`src/rtl/serial_sub.sv`:
```
// Bit-serial subtractor: one full-subtractor cell plus a borrow flop walk
// a - b - bin LSB first over WIDTH cycles behind a start/busy/done handshake.
module serial_sub #(
    parameter int WIDTH = 8
) (
    input  logic             clk,
    input  logic             rst,
    input  logic             start,
    input  logic [WIDTH-1:0] a,
    input  logic [WIDTH-1:0] b,
    input  logic             bin,
    output logic             busy,
    output logic             done,
    output logic [WIDTH-1:0] diff,
    output logic             bout,
    output logic             zero
);
    localparam int CW = $clog2(WIDTH);

    typedef enum logic [1:0] {IDLE, RUN, DONE} state_t;

    state_t           r_state, w_state_nxt;
    logic [WIDTH-1:0] r_sa, r_sb, r_res;
    logic [CW-1:0]    r_cnt;
    logic             r_borrow;
    logic [WIDTH-1:0] r_diff;
    logic             r_bout, r_zero;

    logic             w_accept, w_last, w_d, w_borrow_nxt;
    logic [WIDTH-1:0] w_res_nxt;

    // A new request is taken in IDLE and also in DONE, giving back-to-back ops.
    assign w_accept     = start && (r_state != RUN);
    assign w_last       = (r_state == RUN) && (r_cnt == CW'(WIDTH - 1));
    assign w_d          = r_sa[0] ^ r_sb[0] ^ r_borrow;
    assign w_borrow_nxt = (~r_sa[0] & r_sb[0]) | (~(r_sa[0] ^ r_sb[0]) & r_borrow);
    assign w_res_nxt    = {w_d, r_res[WIDTH-1:1]};

    always_comb begin
        w_state_nxt = r_state;
        case (r_state)
            IDLE:    if (start) w_state_nxt = RUN;
            RUN:     if (w_last) w_state_nxt = DONE;
            DONE:    w_state_nxt = start ? RUN : IDLE;
            default: w_state_nxt = IDLE;
        endcase
    end

    always_ff @(posedge clk) begin
        if (rst) r_state <= IDLE;
        else     r_state <= w_state_nxt;
    end

    always_ff @(posedge clk) begin
        if (rst) begin
            r_sa     <= '0;
            r_sb     <= '0;
            r_res    <= '0;
            r_cnt    <= '0;
            r_borrow <= 1'b0;
            r_diff   <= '0;
            r_bout   <= 1'b0;
            r_zero   <= 1'b0;
        end else begin
            if (w_accept) begin
                r_sa     <= a;
                r_sb     <= b;
                r_borrow <= bin;
                r_cnt    <= '0;
                r_res    <= '0;
            end else if (r_state == RUN) begin
                r_sa     <= r_sa >> 1;
                r_sb     <= r_sb >> 1;
                r_borrow <= w_borrow_nxt;
                r_res    <= w_res_nxt;
                r_cnt    <= r_cnt + 1'b1;
            end
            // Result registers move only on the completing edge.
            if (w_last) begin
                r_diff <= w_res_nxt;
                r_bout <= w_borrow_nxt;
                r_zero <= (w_res_nxt == '0);
            end
        end
    end

    assign busy = (r_state == RUN);
    assign done = (r_state == DONE);
    assign diff = r_diff;
    assign bout = r_bout;
    assign zero = r_zero;
endmodule

```
`config.mk`:
```
export PLATFORM = sky130hd
export DESIGN_NAME = serial_sub
export DESIGN_NICKNAME = d
export VERILOG_FILES = /design/src/rtl/serial_sub.sv
export SDC_FILE = /design/constraint.sdc
export NUM_CORES = 1
export LEC_CHECK = 0
export ABC_AREA = 1
export BUFFER_PORTS_ARGS = -buffer_cell sky130_fd_sc_hd__clkbuf_2
export CORE_MARGIN = 5
export CORE_UTILIZATION = 44
export DETAILED_ROUTE_END_ITERATION = 8
export GPL_TIMING_DRIVEN = 0
export HOLD_SLACK_MARGIN = 0.03
export PLACE_DENSITY = 0.65
export SYNTH_ARGS = -nofsm -noshare
export SYNTH_HDL_FRONTEND = slang
export SYNTH_SLANG_ARGS = --single-unit
export TNS_END_PERCENT = 10
```
`constraint.sdc`:
```
create_clock -name clk -period 1.37 [get_ports clk]
set_input_delay 0.274 -clock clk [delete_from_list [all_inputs] [get_ports clk]]
set_output_delay 0.274 -clock clk [all_outputs]
set_load 0.02 [all_outputs]
```
==> results of run 1 <==
-- stage by stage --
stage	setup slack [ns]	cell area (sq um)	power (mW)	hold slack [ns]
floorplan	0.133	1690	1.41	0.343
global placement	0.0319	1910	1.50	0.453
detailed placement	0.0245	1910	1.50	0.459
CTS	0.00477	2040	2.37	0.188
global route	-0.112	2050	2.46	0.203
finish	0.0286	2050	2.35	0.190
-- Yosys cell counts (all sizes together) --
cell type  number  area, sq um
clkinv          2         7.51
inv            23         86.3
buf            11         77.6
fa              1         20.0
xor2            1         8.76
ha              2         25.0
a21oi          12         60.1
o21ai           4         23.8
nand2          70          265
nor2           14         62.6
dfxtp          39          781
nand3          55          275
-- logic make-up after synthesis --
| family | share of synthesized area (%) |
|---|---|
| adders and majority gates | 2.66 |
| xor gates and xnor gates | 0.517 |
| and+or+nand+nor | 35.6 |
| buffers and inverters | 10.1 |
| AOI/OAI and AO/OA | 4.95 |
| DFF | 46.1 |
-- final cells by class --
cell class	count	area, sq um
flip-flops and latches	39	783
clock buffers	8	100
inverters	25	93.8
plain buffers	11	77.6
well taps	48	60.1
fillers	378	1640
multi-input cells	159	744
repair buffers	34	186
-- power groups by stage --
stage / Sequential, mW / Clock (mW) / Combinational, mW
2_1_floorplan: 1.22 / 0 / 0.197
3_3_place_gp: 1.22 / 0 / 0.276
3_5_place_dp: 1.22 / 0 / 0.279
4_1_cts: 1.19 / 0.868 / 0.303
5_1_grt: 1.20 / 0.911 / 0.347
6_report: 1.20 / 0.859 / 0.300
-- flip-flops by register name, summed over array words and instances (netlist names) --
signal and flops:
bout 1, diff 8, r_borrow 1, r_cnt 3
r_res 7, r_sa 8, r_sb 8, r_state 2
zero 1
-- per-layer routing --
metal  up-vias  global-route usage (%)
met4         0                    6.05
met5         -                       0
met3         8                    4.57
met2        48                    23.9
met1       711                    23.0
li1        829                       -
-- how the worst min path moves through the flow --
| stage | from | end | slack [ns] | cells past startpoint |
|---|---|---|---|---|
| 2_1_floorplan | rst | r_sa[7] | 0.34 | 1 |
| 3_3_place_gp | r_cnt[2] | r_cnt[2] | 0.45 | 2 |
| 4_1_cts | rst | r_state[0] | 0.19 | 2 |
| 3_5_place_dp | r_cnt[2] | r_cnt[2] | 0.46 | 2 |
| 5_1_grt | rst | r_state[0] | 0.20 | 2 |
| 6_report | rst | r_state[0] | 0.19 | 2 |
-- what timing repair did --
action	in CTS	in global routing
resized for setup	3	4
endpoints found under the hold margin	0	0
pin swaps	3	7
endpoints found under the setup margin	2	11
setup buffers	3	0
==> flow_summary.json, run 1 <==
{
  "status": "complete, no violations",
  "syn_avg_cell_area_sq_um": 7.23,
  "ys_ff_latch": 39,
  "critical_path_class": "register to register",
  "syn2layout_area_growth_pct": 20.8,
  "grt_max_degree": 12,
  "row_count": 22,
  "die_area_sq_um": 5190,
  "finalSetupTns_ns": 0,
  "cts_tree": "done",
  "vias_per_cell": 4.93,
  "worstMarginPinSlew_ns": 0.463,
  "fin_util_pct": 55.5,
  "slew-limit-headroom_pct": 69.1,
  "critical_path.max_stage_delay_ns": 0.55,
  "met1_length_mm": 1.95,
  "drt-initial-drc-count": 112,
  "arrival_ns": 1.53,
  "clock_skew_ns": 0.00391,
  "final_common_cell": "nand2_1",
  "grt_pass1_vias": 1460,
  "dp_hpwl_mm": 2.71,
  "postRouteAntennaNets": 0,
  "cts.sinks": 39,
  "highest_layer": "met4",
  "crit_chain": "inv_2, fa_1, nor2_1, nand2_1, nor2_1, nor2_1, nor2_1",
  "reg2reg_from": "r_sb[0]",
  "port_buffers": 31,
  "critPathLaunch": "r_sb[0]",
  "critPathBufInv": 1,
  "final_nets": 298,
  "ys_seq_area_share_pct": 46.1,
  "grt_overflow_total": 0,
  "clk_pin_slew_ns": 0.07,
  "dp.cells": 313,
  "critical_path.top_delay_family": "adder cells",
  "crit_fanout": 2,
  "yosysWarnings": 0,
  "num_antenna_cells": 0,
  "min_path_type": "input pin to register",
  "fp.coreArea_sq_um": 3690,
  "fin_crit_sh_pct": 97.9,
  "start_kind": "register",
  "die_x_microns": 72.0,
  "finalMaxSlewViolations": 0,
  "cts_made_buffers": 5,
  "p_seq_share_pct": 50.8,
  "peakVddDrop_mv": 0.683,
  "io_pins": 32,
  "pwr-share-comb_pct": 12.7,
  "end_kind": "register",
  "grt_first_pass_wirelength_mm": 6.72,
  "finalSetupViolCount": 0,
  "p_clk_share_pct": 36.5,
  "syn_nets": 257,
  "p_int_mw": 1.76,
  "r2r_slack_ns": 0.03,
  "cap_violations": 0,
  "drc_errors": 0,
  "route.detailed.wl_per_inst_microns": 12.3,
  "post-route-min-period_ns": 1.34,
  "crit_top_cell": "nor2_1",
  "final_cell_count_no_fill": 324,
  "cts.path.max_buffers": 2,
  "required_ns": 1.56,
  "antenna_found_initial": 0,
  "dieHeight_microns": 72.0,
  "hold_violations": 0,
  "place.gp.congestion": 0.747,
  "synth_area_sq_um": 1690,
  "met3_length_microns": 269,
  "track_usage_pct": 16.4,
  "wl_met2_mm": 1.70,
  "ys_types": 19,
  "dr.pass1.iters": 4,
  "initial_utilization_pct": 45.9,
  "fmax_mhz": 745,
  "clock_latency_ns": 0.29,
  "power_density_nw_per_um2": 1150,
  "vias": 1596,
  "synthCells": 234,
  "layout-drive-gt1-share_pct": 23.2,
  "r2r-end": "zero",
  "cts_hold_buf": 0,
  "p_sw_mw": 0.597,
  "critPathSlowestCell": "fa_1",
  "r2r_cells": 7,
  "root_buffer": "clkbuf_8",
  "leakage_nw": 1.04,
  "cts_htree_levels": 2,
  "cp.depth": 7,
  "p_sw_share_pct": 25.4,
  "critPathCapture": "zero",
  "rsz0062_at_grt": "true",
  "totalWireLength_mm": 3.99,
  "mostFrequentLayoutCells": "nand2_1 (69), nand3_1 (55), dfxtp_1 (37)"
}
(Power assumes the default switching activity.)
==> inputs of run 2 (changes only) <==
--- a/config.mk
+++ b/config.mk
@@ -10,7 +10,6 @@
 export CORE_MARGIN = 5
 export CORE_UTILIZATION = 44
 export DETAILED_ROUTE_END_ITERATION = 8
-export GPL_TIMING_DRIVEN = 0
 export HOLD_SLACK_MARGIN = 0.03
 export PLACE_DENSITY = 0.65
 export SYNTH_ARGS = -nofsm -noshare
==> flow_summary.json, run 2 (synthesized netlist as in run 1, its figures left out) <==
{
  "status": "complete, no violations",
  "finalSetupTns_ns": 0,
  "dieHeight_microns": 72.0,
  "r2r_slack_ns": 0.07,
  "r2r-end": "zero",
  "use_met1_pct": 20.6,
  "mostFrequentLayoutCells": "nand2_1 (69), nand3_1 (55), dfxtp_1 (34)",
  "fmax_mhz": 766,
  "clock_latency_ns": 0.29,
  "fillCellCount": 400,
  "post-route-min-period_ns": 1.30,
  "cts_htree_levels": 2,
  "syn2layout_area_growth_pct": 20.3,
  "root_buffer": "clkbuf_8",
  "finalSetupViolCount": 0,
  "rsz0062_at_grt": "true",
  "fin_util_pct": 55.2,
  "start_kind": "register",
  "row_count": 22,
  "cts_made_buffers": 5,
  "busiest_layer": "met2",
  "final_nets": 295,
  "antenna_found_initial": 0,
  "layout-drive-gt1-share_pct": 23.1,
  "required_ns": 1.54,
  "grt_pass1_vias": 1453,
  "critPathCapture": "zero",
  "clock_skew_ns": 0.00588,
  "initial_utilization_pct": 45.9,
  "leakage_nw": 1.03,
  "io_pins": 32,
  "slew-limit-headroom_pct": 71.7,
  "critical_path.max_stage_delay_ns": 0.57,
  "critPathBufInv": 0,
  "cts_tree": "done",
  "grt_first_pass_wirelength_mm": 6.28,
  "die_x_microns": 72.0,
  "cts.path.max_buffers": 2,
  "route.detailed.wl_per_inst_microns": 11.3,
  "arrival_ns": 1.48,
  "hold_violations": 0,
  "crit_top_cell": "nor2_1",
  "final_common_cell": "nand2_1",
  "holdPathStages": 2,
  "num_antenna_cells": 0,
  "cts.sinks": 39,
  "crit_fanout": 3,
  "cp.depth": 6,
  "layout_setup_ws_ns": 0.0651,
  "gr-usage-met2_pct": 23.3,
  "port_buffers": 31,
  "dr.pass1.iters": 4,
  "clk_pin_slew_ns": 0.07,
  "design_area_sq_um": 2040,
  "r2r_cells": 6,
  "finalMaxSlewViolations": 0,
  "cts_hold_buf": 0,
  "grt_max_degree": 33,
  "post_dp_cell_area_sq_um": 1920,
  "dp_hpwl_mm": 2.51,
  "critPathLaunch": "r_sa[0]",
  "drt-initial-drc-count": 125,
  "peakVddDrop_mv": 0.588,
  "grt_use_met3_pct": 3.46,
  "critical_path_class": "register to register",
  "final_cell_count_no_fill": 321,
  "totalWireLength_mm": 3.63,
  "place.gp.congestion": 0.767,
  "fin_crit_sh_pct": 95.2,
  "postRouteAntennaNets": 0,
  "worstMarginPinSlew_ns": 0.424,
  "cap_violations": 0,
  "vias": 1556,
  "grt_overflow_total": 0,
  "post-place-ws_ns": 0.0630,
  "power_density_nw_per_um2": 1140,
  "min_from": "rst",
  "vias_per_cell": 4.85,
  "fp.coreArea_sq_um": 3690,
  "dp.cells": 312,
  "reg2reg_from": "r_sa[0]",
  "end_kind": "register",
  "crit_chain": "fa_1, nor2_1, nand2_1, nor2_1, nor2_1, nor2_1",
  "die_area_sq_um": 5190,
  "critical_path.top_delay_family": "adder cells",
  "track_usage_pct": 15.0,
  "drc_errors": 0,
  "min_path_type": "input pin to register",
  "critPathSlowestCell": "fa_1"
}
-- run 2: cell types whose count changed in the layout (fill, tap and decap cells not counted), moves of 2 or more --
cell,delta
dfxtp_1,-3
buf_4,+3
buf_6,-2
buf_2,-5
dfxtp_2,+3
-- run 2: repair_timing --
item / in CTS / in global routing
pin swaps: 1 / 3
setup endpoints to repair: 1 / 12
setup buffers: 1 / 0
cloned: 0 / 0
resized for setup: 0 / 8
-- run 2: per-layer routing --
layer,part of all wire [%],up-vias
met5,0,-
li1,-,823
met2,44,28
met4,0.94,0
met3,4.3,4
met1,51,701
-- run 2: area by class of cell --
| type | instances | area (sq um) | area share (%) |
|---|---|---|---|
| Clock buffer | 8 | 100 | 4.91 |
| Inverter | 25 | 93.8 | 4.61 |
| Multi-Input combinational cell | 159 | 746 | 36.6 |
| Sequential cell | 39 | 787 | 38.6 |
| Tap cell | 48 | 60.1 | 2.95 |
| Timing Repair Buffer | 42 | 250 | 12.3 |
-- run 2: metrics by stage --
step	total power [mW]	hold WS (ns)
floorplan	1.41	0.343
global placement	1.50	0.454
detailed placement	1.50	0.456
CTS	2.33	0.202
global route	2.44	0.194
finish	2.32	0.203
-- run 2: worst min path at each step --
stage                       endpoint  slack, ns
after floorplan              r_sa[7]       0.34
final                     r_state[0]       0.20
after detailed placement     r_sb[7]       0.46
after global placement       r_sb[7]       0.45
after CTS                    r_sb[7]       0.20
after global routing      r_state[0]       0.19
-- run 2: report_power, final --
part	total, mW	internal [mW]	switching [mW]
logic	0.280	0.117	0.163
registers	1.20	1.17	0.0229
clock network	0.839	0.459	0.379
-- run 2: worst register-to-register path: stages (launching register included) --
cell,delay (ns)
dfxtp_1,0.33
fa_1,0.57
nor2_1,0.06
nand2_1,0.07
nor2_1,0.03
nor2_1,0.09
nor2_1,0.05
==> inputs of run 3 (changes only) <==
--- a/config.mk
+++ b/config.mk
@@ -8,10 +8,10 @@
 export ABC_AREA = 1
 export BUFFER_PORTS_ARGS = -buffer_cell sky130_fd_sc_hd__clkbuf_2
 export CORE_MARGIN = 5
-export CORE_UTILIZATION = 44
+export CORE_UTILIZATION = 50
 export DETAILED_ROUTE_END_ITERATION = 8
 export HOLD_SLACK_MARGIN = 0.03
-export PLACE_DENSITY = 0.65
+export PLACE_DENSITY = 0.72
 export SYNTH_ARGS = -nofsm -noshare
 export SYNTH_HDL_FRONTEND = slang
 export SYNTH_SLANG_ARGS = --single-unit
==> flow_summary.json, run 3 (synthesized netlist as in run 1, its figures left out) <==
{
  "clock_latency_ns": 0.33,
  "critPathSlowestCell": "fa_1",
  "cts_htree_levels": 2,
  "arrival_ns": 1.55,
  "die_area_sq_um": 4650,
  "cts_tree": "done",
  "vias": 1550,
  "syn2layout_area_growth_pct": 17.1,
  "vias_per_cell": 4.89,
  "critical_path.max_stage_delay_ns": 0.59,
  "critical_path_class": "register to register",
  "cts.sinks": 39,
  "row_count": 21,
  "antenna_found_initial": 0,
  "min_path_type": "input pin to register",
  "hold_ws_ns": 0.142,
  "initial_utilization_pct": 51.1,
  "crit_chain": "fa_1, nor2_1, nand2_1, nor2_1, nor2_1, nor2_1",
  "peakVddDrop_mv": 0.630,
  "postRouteAntennaNets": 0,
  "grt_pass1_vias": 1379,
  "final_common_cell": "nand2_1",
  "track_usage_pct": 17.1,
  "die_x_microns": 68.2,
  "grt_overflow_total": 0,
  "finalMaxSlewViolations": 0,
  "hold_violations": 0,
  "dr.pass1.iters": 4,
  "cts_made_buffers": 5,
  "mostFrequentLayoutCells": "nand2_1 (69), nand3_1 (55), dfxtp_1 (33)",
  "cts.path.max_buffers": 2,
  "port_buffers": 31,
  "slew-limit-headroom_pct": 70.8,
  "total_power_mw": 2.01,
  "design_area_sq_um": 1980,
  "dp_hpwl_mm": 2.41,
  "place.gp.congestion": 0.754,
  "post_dp_cell_area_sq_um": 1910,
  "cap_violations": 0,
  "clk_pin_slew_ns": 0.11,
  "fp.coreArea_sq_um": 3310,
  "post-route-min-period_ns": 1.31,
  "root_buffer": "clkbuf_4",
  "drt-initial-drc-count": 95,
  "status": "complete, no violations",
  "crit_top_cell": "nor2_1",
  "crit_fanout": 3,
  "fin_crit_sh_pct": 95.6,
  "io_pins": 32,
  "start_kind": "register",
  "layout-drive-gt1-share_pct": 23.6,
  "grt_first_pass_wirelength_mm": 6.02,
  "route.detailed.wl_per_inst_microns": 11.0,
  "leakage_nw": 1.01,
  "clock_skew_ns": 0.0105,
  "dieHeight_microns": 68.2,
  "power_density_nw_per_um2": 1010,
  "fmax_mhz": 763,
  "final_nets": 295,
  "rsz0062_at_grt": "true",
  "totalWireLength_mm": 3.50,
  "required_ns": 1.61,
  "drc_errors": 0,
  "finalSetupViolCount": 0,
  "grt_max_degree": 43,
  "end_kind": "register",
  "num_antenna_cells": 0,
  "worstMarginPinSlew_ns": 0.437
}
-- run 3: metal layers --
layer | up-vias | GRT usage, % | wire length [microns]
li1 | 821 | - | -
met1 | 700 | 22.2 | 1690
met2 | 24 | 27.0 | 1620
met3 | 5 | 4.11 | 134
met4 | 0 | 7.44 | 51
met5 | - | 0 | 0
-- run 3: worst paths after layout --
check | from | to | slack [ns] | depth (start not counted)
setup / recovery | r_sa[0] | zero | 0.06 | 6
setup reg to reg | r_sa[0] | zero | 0.06 | 6
hold reg to reg | r_sa[7] | r_sa[7] | 0.47 | 2
hold / removal | rst | r_state[0] | 0.14 | 2
-- run 3: through the flow --
| step | setup slack (ns) | util (%) | TNS [ns] | std cells |
|---|---|---|---|---|
| after floorplan | 0.133 | - | 0 | 234 |
| after global placement | 0.0714 | 57.6 | 0 | 309 |
| after detailed placement | 0.0408 | 57.6 | 0 | 309 |
| after CTS | 0.0204 | 59.3 | 0 | 316 |
| after global routing | -0.0693 | 59.9 | -0.0693 | 317 |
| final | 0.0596 | 59.9 | 0 | 317 |
-- run 3: area by class of cell --
cell class	count	area [sq um]
fillers	361	1330
well taps	46	57.6
clock buffers	6	41.3
flip-flops and latches	39	788
inverters	25	93.8
multi-input cells	159	746
repair buffers	42	256
-- run 3: what timing repair did --
| action | in CTS | in global routing |
|---|---|---|
| pin swaps | 1 | 6 |
| hold buffers | 0 | 0 |
| setup endpoints to repair | 2 | 12 |
| resized for setup | 3 | 11 |
| buffers inserted | 1 | 1 |
-- run 3: where the power goes --
group | total, mW | switching (mW) | leakage (nW) | internal, mW
Sequential | 1.20 | 0.0224 | 0.320 | 1.17
Combinational | 0.288 | 0.164 | 0.663 | 0.124
Clock | 0.520 | 0.338 | 0.0242 | 0.183
Total | 2.01 | 0.524 | 1.01 | 1.48
-- run 3: worst max-delay path: cells and delay by family (launching register included) --
kind	cells	cell delay [ns]
adders and majority gates	1	0.59
DFF	1	0.34
and+or+nand+nor	5	0.30
